===== config.mk =====
export PLATFORM = sky130hd
export DESIGN_NAME = pcie_pattern_gen_flat
export DESIGN_NICKNAME = d
export VERILOG_FILES = /design/src/rtl/pcie_pattern_gen_if.sv /design/src/rtl/pcie_pattern_gen.sv /design/src/flat_wrapper.sv
export SDC_FILE = /design/constraint.sdc
export NUM_CORES = 1
export LEC_CHECK = 0
export ABC_AREA = 0
export CAP_MARGIN = 40
export CORE_MARGIN = 2
export CORE_UTILIZATION = 45
export DETAILED_ROUTE_END_ITERATION = 10
export PLACE_DENSITY = 0.66
export SYNTH_ARGS = -nofsm -noshare
export SYNTH_HDL_FRONTEND = slang
export SYNTH_SLANG_ARGS = --single-unit

===== constraint.sdc =====
create_clock -name CLK -period 2.1 [get_ports CLK]
set_clock_uncertainty 0.05 [all_clocks]
set_input_delay 0.315 -clock CLK [delete_from_list [all_inputs] [get_ports CLK]]
set_output_delay 0.315 -clock CLK [all_outputs]
set_load 0.005 [all_outputs]

===== src/rtl/pcie_pattern_gen_if.sv =====
// Valid/ready word stream from the pattern generator to the serializer,
// plus the generator's run control and status.
interface pcie_pattern_gen_if #(
  parameter int DATA_WIDTH = 8,
  parameter int CNT_WIDTH  = 16
);
  logic                  enable;
  logic [1:0]            mode;
  logic                  ready;
  logic [DATA_WIDTH-1:0] DATA;
  logic                  Valid;
  logic                  is_comma;
  logic                  busy;
  logic [CNT_WIDTH-1:0]  burst_cnt;

  modport master (
    input  enable, mode, ready,
    output DATA, Valid, is_comma, busy, burst_cnt
  );

  modport slave (
    output enable, mode, ready,
    input  DATA, Valid, is_comma, busy, burst_cnt
  );
endinterface


===== src/rtl/pcie_pattern_gen.sv =====
// Framed burst source: COMMA_LEN commas, BURST_LEN payload words (INC/LFSR/FIXED),
// then GAP_LEN idle cycles. All outputs are registered; backpressure stalls the stream.
module pcie_pattern_gen #(
  parameter int                    DATA_WIDTH    = 8,
  parameter logic [DATA_WIDTH-1:0] COMMA_SYMBOL  = DATA_WIDTH'(8'hBC),
  parameter int                    COMMA_LEN     = 1,
  parameter int                    BURST_LEN     = 8,
  parameter int                    GAP_LEN       = 2,
  parameter logic [DATA_WIDTH-1:0] LFSR_TAPS     = DATA_WIDTH'(8'hB8),
  parameter logic [DATA_WIDTH-1:0] LFSR_SEED     = DATA_WIDTH'(8'h01),
  parameter logic [DATA_WIDTH-1:0] FIXED_PATTERN = DATA_WIDTH'(8'h25),
  parameter int                    CNT_WIDTH     = 16
) (
  input logic               CLK,
  input logic               RESET,
  pcie_pattern_gen_if.master bus
);

  localparam int WC_MAX = (COMMA_LEN > BURST_LEN) ? COMMA_LEN : BURST_LEN;
  localparam int WC_W   = $clog2(WC_MAX + 1);
  localparam int GC_W   = (GAP_LEN > 1) ? $clog2(GAP_LEN) : 1;
  localparam logic [1:0] M_LFSR  = 2'd1;
  localparam logic [1:0] M_FIXED = 2'd2;

  typedef enum logic [1:0] {S_IDLE, S_COMMA, S_BURST, S_GAP} state_e;

  state_e                state_q, state_d;
  logic [WC_W-1:0]       wcnt_q, wcnt_d;
  logic [GC_W-1:0]       gcnt_q, gcnt_d;
  logic [DATA_WIDTH-1:0] lfsr_q, lfsr_d, lfsr_next;
  logic [1:0]            mode_q, mode_d;
  logic [DATA_WIDTH-1:0] data_q, data_d;
  logic                  valid_q, valid_d;
  logic                  comma_q, comma_d;
  logic                  busy_q, busy_d;
  logic [CNT_WIDTH-1:0]  bcnt_q, bcnt_d;
  logic                  accept;
  logic                  start_burst;
  logic                  go_idle;

  function automatic logic [DATA_WIDTH-1:0] lfsr_step(input logic [DATA_WIDTH-1:0] s);
    return (s >> 1) ^ (s[0] ? LFSR_TAPS : '0);
  endfunction

  // Payload word at position idx of the burst; the LFSR word is supplied already advanced.
  function automatic logic [DATA_WIDTH-1:0] payload(input logic [1:0]            m,
                                                    input logic [WC_W-1:0]       idx,
                                                    input logic [DATA_WIDTH-1:0] l);
    case (m)
      M_LFSR:  return l;
      M_FIXED: return idx[0] ? ~FIXED_PATTERN : FIXED_PATTERN;
      default: return DATA_WIDTH'(idx);
    endcase
  endfunction

  always_comb begin
    state_d     = state_q;
    wcnt_d      = wcnt_q;
    gcnt_d      = gcnt_q;
    lfsr_d      = lfsr_q;
    lfsr_next   = lfsr_q;
    mode_d      = mode_q;
    data_d      = data_q;
    valid_d     = valid_q;
    comma_d     = comma_q;
    busy_d      = busy_q;
    bcnt_d      = bcnt_q;
    accept      = valid_q && bus.ready;
    start_burst = 1'b0;
    go_idle     = 1'b0;

    case (state_q)
      S_IDLE: begin
        if (bus.enable) start_burst = 1'b1;
      end
      S_COMMA: begin
        if (accept) begin
          if (wcnt_q == WC_W'(COMMA_LEN - 1)) begin
            state_d = S_BURST;
            wcnt_d  = '0;
            data_d  = payload(mode_q, '0, lfsr_q);
            comma_d = 1'b0;
          end else begin
            wcnt_d = wcnt_q + WC_W'(1);
          end
        end
      end
      S_BURST: begin
        if (accept) begin
          lfsr_next = (mode_q == M_LFSR) ? lfsr_step(lfsr_q) : lfsr_q;
          lfsr_d    = lfsr_next;
          if (wcnt_q == WC_W'(BURST_LEN - 1)) begin
            bcnt_d = bcnt_q + CNT_WIDTH'(1);
            if (GAP_LEN != 0) begin
              state_d = S_GAP;
              gcnt_d  = '0;
              valid_d = 1'b0;
              data_d  = '0;
            end else if (bus.enable) begin
              start_burst = 1'b1;
            end else begin
              go_idle = 1'b1;
            end
          end else begin
            wcnt_d = wcnt_q + WC_W'(1);
            data_d = payload(mode_q, wcnt_q + WC_W'(1), lfsr_next);
          end
        end
      end
      S_GAP: begin
        // The gap is a fixed number of cycles; ready has no effect here.
        if (gcnt_q == GC_W'(GAP_LEN - 1)) begin
          if (bus.enable) start_burst = 1'b1;
          else            go_idle     = 1'b1;
        end else begin
          gcnt_d = gcnt_q + GC_W'(1);
        end
      end
      default: go_idle = 1'b1;
    endcase

    // Mode is only sampled on entry to the comma phase.
    if (start_burst) begin
      state_d = S_COMMA;
      mode_d  = bus.mode;
      wcnt_d  = '0;
      data_d  = COMMA_SYMBOL;
      valid_d = 1'b1;
      comma_d = 1'b1;
      busy_d  = 1'b1;
    end
    if (go_idle) begin
      state_d = S_IDLE;
      data_d  = '0;
      valid_d = 1'b0;
      comma_d = 1'b0;
      busy_d  = 1'b0;
    end
  end

  always_ff @(posedge CLK or negedge RESET) begin
    if (!RESET) begin
      state_q <= S_IDLE;
      wcnt_q  <= '0;
      gcnt_q  <= '0;
      lfsr_q  <= LFSR_SEED;
      mode_q  <= '0;
      data_q  <= '0;
      valid_q <= 1'b0;
      comma_q <= 1'b0;
      busy_q  <= 1'b0;
      bcnt_q  <= '0;
    end else begin
      state_q <= state_d;
      wcnt_q  <= wcnt_d;
      gcnt_q  <= gcnt_d;
      lfsr_q  <= lfsr_d;
      mode_q  <= mode_d;
      data_q  <= data_d;
      valid_q <= valid_d;
      comma_q <= comma_d;
      busy_q  <= busy_d;
      bcnt_q  <= bcnt_d;
    end
  end

  assign bus.DATA      = data_q;
  assign bus.Valid     = valid_q;
  assign bus.is_comma  = comma_q;
  assign bus.busy      = busy_q;
  assign bus.burst_cnt = bcnt_q;

endmodule


===== src/flat_wrapper.sv =====
// flat-port wrapper written by rule: the top's interface ports become plain ports
module pcie_pattern_gen_flat 
#(
  parameter int                    DATA_WIDTH    = 8,
  parameter logic [DATA_WIDTH-1:0] COMMA_SYMBOL  = DATA_WIDTH'(8'hBC),
  parameter int                    COMMA_LEN     = 1,
  parameter int                    BURST_LEN     = 8,
  parameter int                    GAP_LEN       = 2,
  parameter logic [DATA_WIDTH-1:0] LFSR_TAPS     = DATA_WIDTH'(8'hB8),
  parameter logic [DATA_WIDTH-1:0] LFSR_SEED     = DATA_WIDTH'(8'h01),
  parameter logic [DATA_WIDTH-1:0] FIXED_PATTERN = DATA_WIDTH'(8'h25),
  parameter int                    CNT_WIDTH     = 16
)
  (CLK, RESET, bus_enable, bus_mode, bus_ready, bus_DATA, bus_Valid, bus_is_comma, bus_busy, bus_burst_cnt);
  pcie_pattern_gen_if #(.DATA_WIDTH(DATA_WIDTH), .CNT_WIDTH(CNT_WIDTH)) bus_i ();
  input logic CLK;
  input logic RESET;
  input wire logic [$bits(bus_i.enable)-1:0] bus_enable;
  input wire logic [$bits(bus_i.mode)-1:0] bus_mode;
  input wire logic [$bits(bus_i.ready)-1:0] bus_ready;
  output wire logic [$bits(bus_i.DATA)-1:0] bus_DATA;
  output wire logic [$bits(bus_i.Valid)-1:0] bus_Valid;
  output wire logic [$bits(bus_i.is_comma)-1:0] bus_is_comma;
  output wire logic [$bits(bus_i.busy)-1:0] bus_busy;
  output wire logic [$bits(bus_i.burst_cnt)-1:0] bus_burst_cnt;
  assign bus_i.enable = bus_enable;
  assign bus_i.mode = bus_mode;
  assign bus_i.ready = bus_ready;
  assign bus_DATA = bus_i.DATA;
  assign bus_Valid = bus_i.Valid;
  assign bus_is_comma = bus_i.is_comma;
  assign bus_busy = bus_i.busy;
  assign bus_burst_cnt = bus_i.burst_cnt;
  pcie_pattern_gen #(.DATA_WIDTH(DATA_WIDTH), .COMMA_SYMBOL(COMMA_SYMBOL), .COMMA_LEN(COMMA_LEN), .BURST_LEN(BURST_LEN), .GAP_LEN(GAP_LEN), .LFSR_TAPS(LFSR_TAPS), .LFSR_SEED(LFSR_SEED), .FIXED_PATTERN(FIXED_PATTERN), .CNT_WIDTH(CNT_WIDTH)) u_core (.CLK(CLK), .RESET(RESET), .bus(bus_i));
endmodule

======== Word level (Yosys, flattened, before mapping) ========
Cells that the tools add are included.
word-level totals
  register bits ........................... 44
  bits of input ports ..................... 6
  output and inout port bits .............. 27
  logic and storage cells ................. 94
cells by class
  add/subtract/negate cells ............... 3
  eq/ne operators ......................... 15
  mux-type cells .......................... 45
  bitwise operators ....................... 1
  reduce and logical (&&, ||, !) cells .... 20
operators by type and width
  kind                                                                      number
  8-bit 2-to-1 mux                                                          9
  8-bit case mux with 2 select lines                                        3
  4-bit 2-to-1 mux                                                          5
  1-bit 2-to-1 mux                                                          18
  3-bit nonzero test                                                        6
  16-bit by 1-bit adder with 16-bit output (second input constant)          1
  4-bit by 1-bit inequality test with 1-bit output (second input constant)  4
  2-bit 2-to-1 mux                                                          6
  3-bit AND reduction                                                       4
  4-bit case mux with 2 select lines                                        1
  4-bit AND reduction                                                       2
  7-bit by 8-bit bitwise XOR with 8-bit output                              1
  2-bit == test (second input constant)                                     3
  3-bit by 1-bit inequality test with 1-bit output (second input constant)  2
  5-bit AND reduction                                                       1
  4-bit by 1-bit adder with 4-bit output (second input constant)            1
  2-bit by 1-bit == test with 1-bit output (second input constant)          2
  4-bit by 3-bit == test with 1-bit output (second input constant)          1
  4-bit logical NOT                                                         1
  2-bit by 1-bit inequality test with 1-bit output (second input constant)  2
  1-bit case mux with 2 select lines                                        2
  2-bit case mux with 2 select lines                                        1
  2-bit nonzero test                                                        2
  4-bit nonzero test                                                        1
  other kinds (5)                                                           5

======== Longest topological paths before layout ========
  word-level depth ........................ 9
  gate-level depth with buffers ........... 8

======== Worst setup path before layout ========
No wires, ideal clock.
  path type ............................... register -> register
  start ................................... reg u_core.wcnt_q[0]
  end ..................................... reg u_core.data_q[4], in the netlist u_core.bus.DATA[4]
  setup time .............................. 0.130 ns
  arrival time ............................ 1.680 ns
  data required time ...................... 1.920 ns
  slack ................................... 0.241 ns
  cell stages (with the launch flop) ...... 9
  path buffers ............................ 1
  cell sequence ........................... dfrtp_1 > buf_2 > inv_1 > ha_1 > or3b_4 > a211oi_4 > nor3_2 > nand2_1 > o21ai_0
on the way
  word-level cells in the longest chain between the ends .. 8
  elaborated cells on any way between the ends .. 12
  those cells by class .................... add/sub (1); eq/ne (2); mux (7); reduce/logical (2)
RTL lines
  element                                 line                     RTL
  start: declaration                      pcie_pattern_gen.sv:28   logic [WC_W-1:0] wcnt_q, wcnt_d;
  start signal: assignment                pcie_pattern_gen.sv:155  wcnt_q <= wcnt_d;
  4-bit by 1-bit adder with 4-bit output  pcie_pattern_gen.sv:106  data_d = payload(mode_q, wcnt_q + WC_W'(1), lfsr_next);
  8-bit 2-to-1 mux                        pcie_pattern_gen.sv:51   M_FIXED: return idx[0] ? ~FIXED_PATTERN : FIXED_PATTERN;
  8-bit case mux with 2 select lines      pcie_pattern_gen.sv:49   case (m)
  8-bit 2-to-1 mux                        pcie_pattern_gen.sv:92   if (wcnt_q == WC_W'(BURST_LEN - 1)) begin
  8-bit 2-to-1 mux                        pcie_pattern_gen.sv:89   if (accept) begin
  8-bit case mux with 2 select lines      pcie_pattern_gen.sv:72   case (state_q)
  8-bit 2-to-1 mux                        pcie_pattern_gen.sv:123  if (start_burst) begin
  8-bit 2-to-1 mux                        pcie_pattern_gen.sv:132  if (go_idle) begin
  end signal: assignment                  pcie_pattern_gen.sv:159  data_q <= data_d;
  end: declaration                        pcie_pattern_gen.sv:32   logic [DATA_WIDTH-1:0] data_q, data_d;
Several ways; a longest one is shown, not always the timed one. The select of a mux whose other input is x is not followed.
A chain may end at the register's enable or synchronous reset.

======== Worst setup path in the final report ========
  start ................................... reg u_core.mode_q[1]
  end ..................................... reg u_core.data_q[6], in the netlist u_core.bus.DATA[6]
on the way
  word-level cells in the longest chain between the ends .. 8
  elaborated cells on any way between the ends .. 12
  those cells by class .................... eq/ne (2); mux (10)
RTL lines
  element                                   line                                            RTL
  start: declaration                        pcie_pattern_gen.sv:31                          logic [1:0] mode_q, mode_d;
  start signal: assignment                  pcie_pattern_gen.sv:158                         mode_q <= mode_d;
  2-bit by 1-bit == test with 1-bit output  pcie_pattern_gen.sv:49, pcie_pattern_gen.sv:90
  8-bit 2-to-1 mux                          pcie_pattern_gen.sv:90                          lfsr_next = (mode_q == M_LFSR) ? lfsr_step(lfsr_q) : lfsr_q;
  8-bit case mux with 2 select lines        pcie_pattern_gen.sv:49
  8-bit 2-to-1 mux                          pcie_pattern_gen.sv:92
  8-bit 2-to-1 mux                          pcie_pattern_gen.sv:89
  8-bit case mux with 2 select lines *      pcie_pattern_gen.sv:72
  8-bit 2-to-1 mux *                        pcie_pattern_gen.sv:123
  8-bit 2-to-1 mux *                        pcie_pattern_gen.sv:132
Mark *: on every way between the ends. The rest lies on a longest branch, timed or not. The select of a mux whose other input is x is not followed.

==> results <==
- The flow ran to the end, and the final reports show no timing, DRC or antenna violations.
- The via count of the first global-routing pass came to 1,789.
- The number of max-cap violations is 0.
- The average instance in the mapped netlist occupies 9.96 sq um.
- The switching power is 1.53 mW.
- The combinational power share is 0.516.
- The commonest register cell after synthesis is dfrtp_1.
- The number of vias per cell after detailed routing is 5.49.
- Measured on the finished design, the core utilization comes to 0.585.
- The final layout net count is 306.
- For this configuration, the core starts out at a cell density of 0.472.
- At the pin with the least slew margin, the transition time is 0.552 ns.
- The row count is 26.
- The area occupied by multi-input gates is 1270 sq um.
- Setup repair after global routing left no endpoint under its margin.
- Of all flip-flops after synthesis, the portion carrying an async set or reset was 1.00.
- The worst-case IR drop observed on VDD is 0.000728 V.
- The first global-routing pass estimated 8820 um of wire.
- The final weighted congestion in routability-driven placement is 0.813.
- In this run the standard cell core region covers 5170 sq um.
- The count of state elements after synthesis is 44.
- Wires add up to 5110 um.
- The die area is 6030 sq um.
- The maximum number of pins on one net before global-route repair is 45.
- Among the stages of the critical path, the cell type that occurs most often is a21oi_1.
- For the worst setup path, the data required time is 2.23 ns.
- On the final layout, the worst hold slack is 0.0376 ns.
- The number of slew-limit violations in the final report is 0.
- Dividing the detail-routed wire length by the instance count gives 14.3 um.
- In the final layout, the share of cells above drive strength 1 is 0.156.
- The routed design could run at a clock period as short as 1.90 ns.
- The switching portion of total power is 0.409.
- The kind of end point of the critical path is a flip-flop.
- The setup path with the least slack is of type flip-flop to flip-flop.
- The portion of the post-synthesis area used by sequential elements is 0.452.
- The starting DRC count in detailed routing is 112.
- The repair_antennas step left the layout with diodes totalling 0.
- The global-route total usage across every layer is 0.183.
- The peak fanout along the critical path is 11.
- The initial antenna violation count was 0.
- The clock transition at the register clock pins on the worst setup and hold paths after CTS is 0.08 ns.
- Once the clock tree was built, the setup fixing pass inserted 0 buffers.
- The data arrival time at the worst-slack endpoint is 2.03 ns.
- In this run the cell area of the synthesized design comes to 2440 sq um.
- The number of DRC violations after detailed routing is 0.
- The total number of vias is 1,964.
- Derived from the worst setup path, the maximum achievable clock frequency is 526 MHz.
- The sequential fraction of design power is 0.307.
- The total CTS buffers is 5.
- In this run the tightest slew margin relative to its limit is 0.632.
- The synthesized design contains 0 enable-type register cells.
- The launch instance of the worst register-to-register path is u_core.mode_q[1]$_DFFE_PN0P_.
- The internal portion of the total power is 2.22 mW.
- The path depth of the worst reg2reg path is 7.
- After technology mapping, the gate count stands at 245.
- In this design, the stage delay of the slowest critical-path cell is 0.41 ns.
- The analysis attributes to cell leakage a power of 1.32 nW.
- The total power divided by cell area is 1240 nW/um^2.
- The die is 77.6 um wide.
- The depth of the CTS H-tree is 2.
- The register area is 1100 sq um.
- The worst setup path is launched from a flip-flop.
- The internal reg-to-reg setup slack is 0.20 ns.
- With fillers left out, the area of the finished cells amounts to 3020 sq um.
- The later pin in the worst-skew pair is clocked with a latency of 0.30 ns.
- The synthesis-to-layout area growth is 23.9%.
- The total nets after synthesis is 264.
- The worst hold-check path type is input pin to asynchronous set/reset pin.
- The portion of the clock cycle consumed by the worst path in the final layout is 0.906.
- The filler cell count in the final layout is 455.
- The signal on the critical path passes through inv_1 > ha_1 > mux2_2 > a21oi_1 > nor2_1 > a21oi_1 > o21ai_0.
- The Yosys step of the flow raised 0 warnings.
- The power share of the clock group is 0.177.
- The distinct cell type count of the synthesized netlist is 47.
- For this run, the detailed router's first-pass iteration total came to 4.
- From bottom edge to top edge, the die measures 77.6 um.
- The total negative slack is 0 ns.
- In this run the remaining antenna-violating nets after routing total 0.
- The placed wire-length estimate after detailed placement is 3780 um.
- The CTS root buffer is clkbuf_8.
- The worst register-to-register path ends at u_core.bus.DATA[6]$_DFFE_PN0P_.
- The number of ports placed on the die boundary is 33.
- The count of buffers added on input and output ports is 32.
- The worst-path cell with the longest stage delay is ha_1.
- The tree built by TritonCTS fans out to 44 sinks.
- The clock passes through at most 2 buffers.
- The sum of overflow across all layers after global routing is 0.
- The number of hold-slack violations in the final timing report came to 0.
- The cell area after placement is 2900 sq um.
- The final-report setup violation count is 0.
- The TritonCTS clock tree is yes.
[stage by stage]
step / std cells / power, mW / setup WS, ns
6_report: 358 / 3.75 / 0.198
5_1_grt: 358 / 4.05 / 0.00903
4_1_cts: 358 / 3.73 / 0.162
3_5_place_dp: 350 / 3.05 / 0.123
3_3_place_gp: 350 / 3.04 / 0.184
2_1_floorplan: 245 / 2.42 / 0.241
[logic make-up after synthesis]
| kind of cell | share of synthesized area |
|---|---|
| AND/OR/NAND/NOR | 0.188 |
| AO/OA/AOI/OAI | 0.155 |
| XOR/XNOR | 0.0646 |
| adder cells (fa/ha/maj) | 0.0667 |
| buffers and inverters | 0.0318 |
| multiplexers | 0.0415 |
| flip-flops | 0.452 |
[placed cells by master (no fill, tap or decap), drive strengths merged, types with 2 or more instances in the layout]
cell / netlist / layout
a211oi: 6 / 6
a21o: 3 / 3
a21oi: 17 / 17
a221oi: 3 / 3
a31oi: 3 / 3
a32oi: 2 / 2
and2: 2 / 2
and4: 2 / 2
buf: 2 / 13
clkbuf: 7 / 5
clkdlybuf4s50: 0 / 31
clkinv: 0 / 2
dfrtp: 43 / 43
ha: 13 / 13
inv: 11 / 11
mux2: 9 / 9
nand2: 24 / 24
nand3: 13 / 13
nand3b: 4 / 4
nand4: 5 / 5
nor2: 14 / 14
nor3: 8 / 8
nor3b: 2 / 2
o21ai: 18 / 18
or2: 2 / 2
xnor2: 14 / 14
xor2: 4 / 4
[metal layers]
layer,vias up,track usage,wire length [um]
met4,0,0.0643,73
met3,7,0.0349,185
met5,-,0,0
met1,951,0.259,2490
met2,50,0.281,2350
li1,956,-,-
[power groups by stage]
stage	Sequential [mW]	Combinational (mW)	Clock [mW]
5_1_grt	1.18	2.16	0.712
4_1_cts	1.15	1.90	0.677
2_1_floorplan	1.14	1.28	0
3_3_place_gp	1.16	1.88	0
3_5_place_dp	1.17	1.89	0
6_report	1.15	1.94	0.662
[state kept, by name (all words and copies together), names as in the netlist]
signal / cells
u_core.mode_q: 2
u_core.gcnt_q: 1
u_core.bus.Valid: 1
u_core.bus.burst_cnt: 16
u_core.bus.is_comma: 1
u_core.state_q: 2
u_core.lfsr_q: 8
u_core.wcnt_q: 4
u_core.bus.busy: 1
u_core.bus.DATA: 8
[critical path: cells and delay by family (launching register included)]
kind                     cells  cell delay [ns]
buffers and inverters        1             0.12
multiplexers                 1             0.38
AO/OA/AOI/OAI                3             0.36
adder cells (fa/ha/maj)      1             0.41
flip-flops                   1             0.40
AND/OR/NAND/NOR              1             0.05
[worst max path at each step]
stage,end,from,depth (start not counted)
after floorplan,u_core.bus.DATA[4]$_DFFE_PN0P_,u_core.wcnt_q[0]$_DFFE_PN0P_,8
after global placement,u_core.bus.burst_cnt[11]$_DFFE_PN0P_,bus_ready,6
after detailed placement,u_core.bus.burst_cnt[11]$_DFFE_PN0P_,bus_ready,6
after CTS,u_core.bus.DATA[6]$_DFFE_PN0P_,u_core.state_q[0]$_DFFE_PN0P_,8
after global routing,u_core.bus.DATA[2]$_DFFE_PN0P_,u_core.mode_q[0]$_DFFE_PN0P_,6
final,u_core.bus.DATA[6]$_DFFE_PN0P_,u_core.mode_q[1]$_DFFE_PN0P_,7
[cells in the mapped netlist, types with 2 or more instances]
library cell / number / area, sq um
xnor2_1: 14 / 123
mux2_2: 9 / 101
nand3_1: 12 / 60.1
a32oi_1: 2 / 17.5
a31oi_1: 3 / 18.8
nor3_1: 5 / 25.0
nand2_1: 24 / 90.1
a211oi_1: 5 / 37.5
a21oi_1: 17 / 85.1
a221oi_1: 3 / 26.3
nor3_2: 2 / 20.0
nand3b_1: 4 / 30.0
nor2_1: 14 / 52.6
ha_1: 13 / 163
xor2_1: 4 / 35.0
clkbuf_1: 7 / 26.3
nand4_1: 5 / 31.3
inv_1: 11 / 41.3
and4_1: 2 / 17.5
o21ai_0: 17 / 85.1
a21o_1: 3 / 22.5
buf_2: 2 / 10.0
dfrtp_1: 43 / 1080
[repair_timing]
item / in CTS / in global routing
hold buffers: 0 / 0
gates resized for setup: 0 / 4
setup endpoints to repair: 0 / 4
[final cells by class]
class,count,area share
well taps,70,0.0290
repair buffers,44,0.134
clock inverters,3,0.0157
inverters,11,0.0137
multi-input cells,181,0.420
clock buffers,5,0.0228
flip-flops and latches,44,0.365
No activity file was read; power rests on OpenSTA's default activity.
